$ cat src/rtl/lut_prog.sv
// lut_prog: programmable 2^WIDTH x 1-bit pattern lookup table.
// The table is written through a config port and read through a
// registered, fully pipelined lookup port. cfg_clr starts a sequenced
// clear that walks every entry once, one entry per cycle.
// Optional feature macro: LUT_HIT_CNT_EN (saturating count of y=1 results).
//
// Handshake: a lookup is accepted in any cycle where x_valid=1, the block
// is idle and no clear is being started; its result appears one cycle
// later with y_valid=1. There is no backpressure. Requests that are not
// accepted are dropped, and y is forced to 0 whenever y_valid=0.
module lut_prog #(
  parameter int WIDTH = 4,
  parameter int CNT_W = 8
) (
  input  logic             clk,
  input  logic             rst_n,
  input  logic             cfg_we,
  input  logic [WIDTH-1:0] cfg_addr,
  input  logic             cfg_data,
  input  logic             cfg_clr,
  input  logic             x_valid,
  input  logic [WIDTH-1:0] x,
  output logic             y_valid,
  output logic             y,
  output logic             busy,
  output logic [CNT_W-1:0] hit_cnt
);

  localparam int DEPTH = 1 << WIDTH;

  typedef enum logic {
    IDLE  = 1'b0,
    CLEAR = 1'b1
  } state_t;

  state_t           state_q, state_d;
  logic [WIDTH-1:0] idx_q, idx_d;
  logic [DEPTH-1:0] tbl_q;
  logic             accept;
  logic             wr_en;

  // A lookup or write only lands while idle and when no clear starts now.
  assign accept = x_valid & (state_q == IDLE) & ~cfg_clr;
  assign wr_en  = cfg_we  & (state_q == IDLE) & ~cfg_clr;
  assign busy   = (state_q == CLEAR);

  // State and clear-index registers.
  always_ff @(posedge clk or negedge rst_n) begin
    if (!rst_n) begin
      state_q <= IDLE;
      idx_q   <= '0;
    end else begin
      state_q <= state_d;
      idx_q   <= idx_d;
    end
  end

  // Next-state logic: a clear request (re)starts the walk at entry 0.
  always_comb begin
    state_d = state_q;
    idx_d   = idx_q;
    case (state_q)
      IDLE: begin
        if (cfg_clr) begin
          state_d = CLEAR;
          idx_d   = '0;
        end
      end
      CLEAR: begin
        if (cfg_clr) begin
          idx_d = '0;
        end else if (idx_q == WIDTH'(DEPTH - 1)) begin
          state_d = IDLE;
          idx_d   = '0;
        end else begin
          idx_d = idx_q + 1'b1;
        end
      end
      default: begin
        state_d = IDLE;
        idx_d   = '0;
      end
    endcase
  end

  // Truth table storage: cleared entry-by-entry in CLEAR, written in IDLE.
  always_ff @(posedge clk or negedge rst_n) begin
    if (!rst_n) begin
      tbl_q <= '0;
    end else if (state_q == CLEAR) begin
      tbl_q[idx_q] <= 1'b0;
    end else if (wr_en) begin
      tbl_q[cfg_addr] <= cfg_data;
    end
  end

  // Registered lookup; reads the pre-write table so same-cycle writes are not seen.
  always_ff @(posedge clk or negedge rst_n) begin
    if (!rst_n) begin
      y_valid <= 1'b0;
      y       <= 1'b0;
    end else begin
      y_valid <= accept;
      y       <= accept & tbl_q[x];
    end
  end

`ifdef LUT_HIT_CNT_EN
  logic [CNT_W-1:0] hit_q;

  // Saturating hit counter; a clear request zeroes it at the edge CLEAR begins.
  always_ff @(posedge clk or negedge rst_n) begin
    if (!rst_n) begin
      hit_q <= '0;
    end else if (cfg_clr) begin
      hit_q <= '0;
    end else if (y_valid && y && (hit_q != {CNT_W{1'b1}})) begin
      hit_q <= hit_q + 1'b1;
    end
  end

  assign hit_cnt = hit_q;
`else
  assign hit_cnt = '0;
`endif

endmodule

$ cat config.mk
export PLATFORM = sky130hd
export DESIGN_NAME = lut_prog
export DESIGN_NICKNAME = d
export VERILOG_FILES = /design/src/rtl/lut_prog.sv
export SDC_FILE = /design/constraint.sdc
export NUM_CORES = 1
export LEC_CHECK = 0
export BUFFER_PORTS_ARGS = -buffer_cell sky130_fd_sc_hd__buf_4
export CORE_UTILIZATION = 40
export DETAILED_ROUTE_END_ITERATION = 10
export PLACE_DENSITY = 0.59
export SKIP_CTS_REPAIR_TIMING = 1
export SYNTH_ARGS = -nofsm -noshare
export SYNTH_HDL_FRONTEND = slang
export SYNTH_SLANG_ARGS = --single-unit
$ cat constraint.sdc
create_clock -name clk -period 1.45 [get_ports clk]
set_clock_uncertainty 0.15 [all_clocks]
set_input_delay 0 -clock clk [delete_from_list [all_inputs] [get_ports clk]]
set_output_delay 0 -clock clk [all_outputs]
set_load 0.05 [all_outputs]
==> results.md, run 1 <==
* Tot Pwr at between 1 and 1.5 mW
* Drt first pass iters at 4
* Max-Cap Viols at 0
* CP Data Required Time at roughly 1.5 ns
* Worst setup SP type: flop
* H-tree levels at 1
* Min Hold Slack at -0.251 ns
* Clk pin slew, worst setup/hold paths at 0.14 ns
* Initial DRC Count at 12
* Final setup margin at -0.00349 ns
* CTS Sinks at 23
* Chip height at just over 60 um
* Antenna violations before repair at 0
* Filler Cell Count at roughly 320
* Clk buf depth at 2
* Fmax at roughly 700 MHz
* Crit path time final at between 1 and 1.5 ns
* Status: complete, but fails checks
* Final setup violating endpoints at 2
* Max FO, Critical Path at 2
* Power Density at between 700 and 800 nW/um^2
* Post-synth top flop: dfrtp_1
* Detail Route Antenna Nets at 0
* Number of flops mapped to enable cells by yosys at 0
* Synth-to-layout area growth at 30.6%
* Worst Setup End Kind: flop
* CTS tree: built
* Core area at 3360 sq um
* Cells after synthesis at between 100 and 150
* Largest net degree at the start of global routing at 24
* Hold depth at 2
* RSZ-0062 raised after global routing: yes
* Worst r2r dst: y
* First-pass GRT wire length at slightly below 5 mm
* Root Driver: clkbuf_4
* Setup TNS at -0.00422 ns
* Failing checks: negative hold slack, negative setup slack
* Lkg Pwr at about 0.85 nW
* Syn. warnings at 0
* Post-synthesis cell type count at 35
* Die Area at 3800 sq um
* Avg WL per Cell at about 15 um
* Port bufs at 16
* Worst IR Drop VDD at roughly 0.34 mV
* Synthesized area at ~1400 sq um
* Post-synthesis sequential area ratio at 0.405
* Final core occ at 0.552
* GRT Residual Overflow at 0
* Ant. Diodes at 0
* Worst Setup SP: tbl_q[8]
* Total Wirelength at roughly 3.5 mm
* Layout cells sized above 1 at 0.332
* Min-Delay Path Class: in -> reg
* Synth Area per Inst at 9.68 sq um
* Vias after detailed routing at between 1000 and 1500
* Row count at 21
* Commonest non-fill, non-tap cell in the layout: buf_4
* RR Startpoint: tbl_q[8]
* Reg2Reg Depth at 3
* Commonest cells after routing, fill and taps aside: buf_4, dfrtp_1, nand2_1
* I/O pin total at 25
* Vias in the first global route at ~1000
* Final nets at roughly 200
* Final hold violations at 12
* Initial Utilization at 0.423
* Average vias per placed instance at approximately 5.3
* Routability cong. at between 0.9 and 1
* Overall routing resource usage at 0.177
* Drc violations at 0
* Hold path startpoint: cfg_clr
* Max-slew violations at 0
* Clk Latency, worst-skew pair at around 0.31 ns
* Hpwl dp at between 2 and 2.5 mm
* Critical path class: reg -> reg
* Total CTS buffers at 3
* Synth async-reset ratio at 1.00
* Fin crit share at 1.00
* Yosys reg bits at 23
* R2R Setup Slk at -0.003 ns
* Worst Hold End: idx_q[0]
* Die Wd at roughly 62 um
* Arrival @ worst endpoint at around 1.5 ns
-- routing by layer --
| metal | vias to the layer above | global-route usage | wire length [um] |
|---|---|---|---|
| li1 | 589 | - | - |
| met1 | 589 | 0.255 | 1610 |
| met2 | 31 | 0.266 | 1720 |
| met3 | 6 | 0.0231 | 112 |
| met4 | 0 | 0.0794 | 56 |
| met5 | - | 0 | 0 |
-- power by group --
group,total [mW],internal [mW],switching (mW),leakage (nW)
logic,0.309,0.132,0.177,0.543
registers,0.704,0.672,0.0321,0.288
clock network,0.303,0.103,0.200,0.0177
-- stage by stage --
stage	std cells	instance area (sq um)	setup slack, ns
global placement	212	1640	-0.0246
global route	230	1860	-0.116
CTS	216	1670	-0.0855
finish	230	1860	-0.00349
floorplan	154	1480	-0.0211
detailed placement	212	1640	-0.0584
-- cell type report --
cell class	count	area [sq um]	area share
clock inverter	1	5.00	0.00269
clock buffer	3	22.5	0.0121
inverter	4	15.0	0.00808
sequential	23	579	0.312
tap	46	57.6	0.0310
timing repair buffer	41	344	0.185
multi-input combinational	112	835	0.449
-- flip-flops by register name, summed over array words and instances (netlist names) --
signal   cells
y            1
tbl_q       16
busy         1
idx_q        4
y_valid      1
-- worst max-delay path, cell delays in order, from the launching register on --
cell and delay (ns):
dfrtp_1 0.44, mux4_2 0.48, o2111ai_2 0.22, a21boi_2 0.07
-- kinds of logic after synthesis --
| group | count (synthesis) | synth area share |
|---|---|---|
| AO/OA/AOI/OAI | 31 | 0.140 |
| adder cells (fa/ha/maj) | 4 | 0.0352 |
| other | 1 | 0.00264 |
| flip-flops | 23 | 0.405 |
| multiplexers | 16 | 0.135 |
| buffers and inverters | 19 | 0.0774 |
| XOR/XNOR | 1 | 0.00616 |
| AND/OR/NAND/NOR | 52 | 0.200 |
-- cells in the mapped netlist (4+ instances only) --
cell	n	area share
dfrtp_1	23	0.40
inv_1	4	0.011
nand3_1	7	0.025
o211ai_1	5	0.026
nand2_1	23	0.061
nor2_1	4	0.011
clkbuf_1	5	0.013
ha_1	4	0.035
o21ai_0	15	0.053
buf_4	8	0.042
mux2i_1	12	0.084
-- worst max-delay path by stage --
stage / to / slack (ns) / cells past startpoint
final: y / -0.003 / 3
after global routing: tbl_q[0] / -0.12 / 5
after CTS: tbl_q[2] / -0.09 / 5
after detailed placement: tbl_q[0] / -0.06 / 5
after global placement: tbl_q[2] / -0.02 / 5
after floorplan: tbl_q[4] / -0.02 / 5
No activity file was read; power rests on OpenSTA's default activity.
==> inputs of run 2 (changes only) <==
--- a/config.mk
+++ b/config.mk
@@ -5,7 +5,7 @@
 export SDC_FILE = /design/constraint.sdc
 export NUM_CORES = 1
 export LEC_CHECK = 0
-export BUFFER_PORTS_ARGS = -buffer_cell sky130_fd_sc_hd__buf_4
+export BUFFER_PORTS_ARGS = -buffer_cell sky130_fd_sc_hd__buf_2
 export CORE_UTILIZATION = 40
 export DETAILED_ROUTE_END_ITERATION = 10
 export PLACE_DENSITY = 0.59
==> run 2 against run 1 <==
Compared with the run above:
- the run ends with negative hold slack left
- global-route usage is 0.85 points higher
- total power is 0.28% higher
- cell count is 0.87% higher
- sequential cell count stayed put
- worst hold slack better by 0.17 ns
- non-clock buffer count is 2 higher
- first-iteration DRC count grew to 3.1 times the previous value
- sequential share of layout area is 0.47 points higher
- cell area is 1.7% lower
- via count is 0.25% higher
- sequential power hardly changed
- fmax is 1.5% higher
- critical endpoint unchanged
==> results.md, run 2 (synthesis gave the netlist of run 1 again) <==
* Routability cong. at 0.886
* Average vias per placed instance at around 5.3
* Final nets at 205
* Final hold violations at 4
* Status: complete, but fails checks
* Min Hold Slack at -0.0808 ns
* Total CTS buffers at 3
* Die Wd at 61.6 um
* Worst Setup End Kind: flop
* Port bufs at 16
* Tot Pwr at approximately 1.3 mW
* Max FO, Critical Path at 2
* Clk buf depth at 2
* Slew of the pin with the lowest slew margin at approximately 0.52 ns
* Most flops, register: tbl_q
* Max_slew headroom at 0.652
* Power Density at just over 700 nW/um^2
* CTS Sinks at 23
* Critical path class: reg -> reg
* I/O pin total at 25
* GRT Residual Overflow at 0
* Initial DRC Count at 37
* Drc violations at 0
* Worst IR Drop VDD at 0.376 mV
* Vias after detailed routing at approximately 1200
* Die Area at 3800 sq um
* Core area at ~3400 sq um
* Final setup violating endpoints at 0
* H-tree levels at 1
* R2R Setup Slk at 0.02 ns
* Clk pin slew, worst setup/hold paths at ~0.13 ns
* Largest registers: tbl_q: 16 flops, idx_q: 4 flops
* Hold depth at 4
* Crit path time final at 1.43 ns
* Vias in the first global route at around 1100
* Ant. Diodes at 0
* Final setup margin at around 0.018 ns
* Dpl ws at -0.0941 ns
* Overall routing resource usage at 0.186
* First-pass GRT wire length at 5.09 mm
* Total Wirelength at between 3 and 4 mm
* Lkg Pwr at ~0.83 nW
* Slowest cell on crit path: mux4_2
* Synth-to-layout area growth at 28.4%
* Crit-path cells: mux4_2 -> o22ai_2 -> a311o_1 -> a21boi_2
* Reg2Reg Depth at 4
* Failing checks: negative hold slack
* Register area at around 580 sq um
* Root Driver: clkbuf_4
* Max reg flops at 16
* Chip height at between 60 and 70 um
* Delay of the slowest critical-path stage at between 0.4 and 0.5 ns
* Fin crit share at 0.988
* Drt first pass iters at 4
* Layout cells sized above 1 at 0.355
* CTS tree: built
* Clk Latency, worst-skew pair at 0.31 ns
* Area of the multi-input gates at 840 sq um
* Detail Route Antenna Nets at 0
* Max-slew violations at 0
* Min-Delay Path Class: in -> reg
* Arrival @ worst endpoint at approximately 1.5 ns
* Max-Cap Viols at 0
* Worst setup SP type: flop
* Fmax at around 700 MHz
* Commonest non-fill, non-tap cell in the layout: dfrtp_1
* Avg WL per Cell at around 15 um
* Largest net degree at the start of global routing at 24
* Row count at 21
* RSZ-0062 raised after global routing: yes
* Filler Cell Count at ~340
* CP Data Required Time at around 1.5 ns
* Initial Utilization at 0.423
* Commonest cells after routing, fill and taps aside: dfrtp_1, nand2_1, buf_4
* Antenna violations before repair at 0
* Hpwl dp at 2.51 mm
## run 2: routing by layer
layer | GRT usage | wire (um)
met1 | 0.264 | 1540
met2 | 0.300 | 1690
met3 | 0.0210 | 151
met4 | 0.0508 | 25
met5 | 0 | 0
## run 2: final cells by class
class,count,share of cell area
multi-input cells,112,0.460
flip-flops and latches,23,0.316
repair buffers,43,0.169
well taps,46,0.0315
clock buffers,3,0.0123
inverters,4,0.00822
clock inverters,1,0.00274
## run 2: critical path: cells and delay by family (launching register included)
family	cells	cell delay [ns]
muxes	1	0.48
AOI/OAI and AO/OA	3	0.30
DFF	1	0.41
## run 2: final timing paths
kind                             endpoint  startpoint
worst min-delay path             tbl_q[4]     cfg_clr
max in group asynchronous        idx_q[3]       rst_n
worst max-delay path                    y    tbl_q[5]
min in group asynchronous       tbl_q[14]       rst_n
worst max register to register          y    tbl_q[5]
worst min register to register   tbl_q[7]    tbl_q[7]
## run 2: per-stage QoR
stage | TNS [ns] | util | cell area (sq um) | instances
2_1_floorplan | -0.0992 | - | 1480 | 154
3_5_place_dp | -0.247 | 0.477 | 1610 | 213
3_3_place_gp | -0.0663 | 0.477 | 1610 | 213
4_1_cts | -0.389 | 0.485 | 1630 | 217
5_1_grt | -0.154 | 0.543 | 1830 | 232
6_report | 0 | 0.543 | 1830 | 232
## run 2: power by group
part	internal (mW)	total, mW	switching (mW)	leakage [nW]
clock	0.103	0.303	0.199	0.0177
sequential	0.672	0.703	0.0316	0.286
combinational	0.135	0.313	0.178	0.531
total	0.910	1.32	0.409	0.834
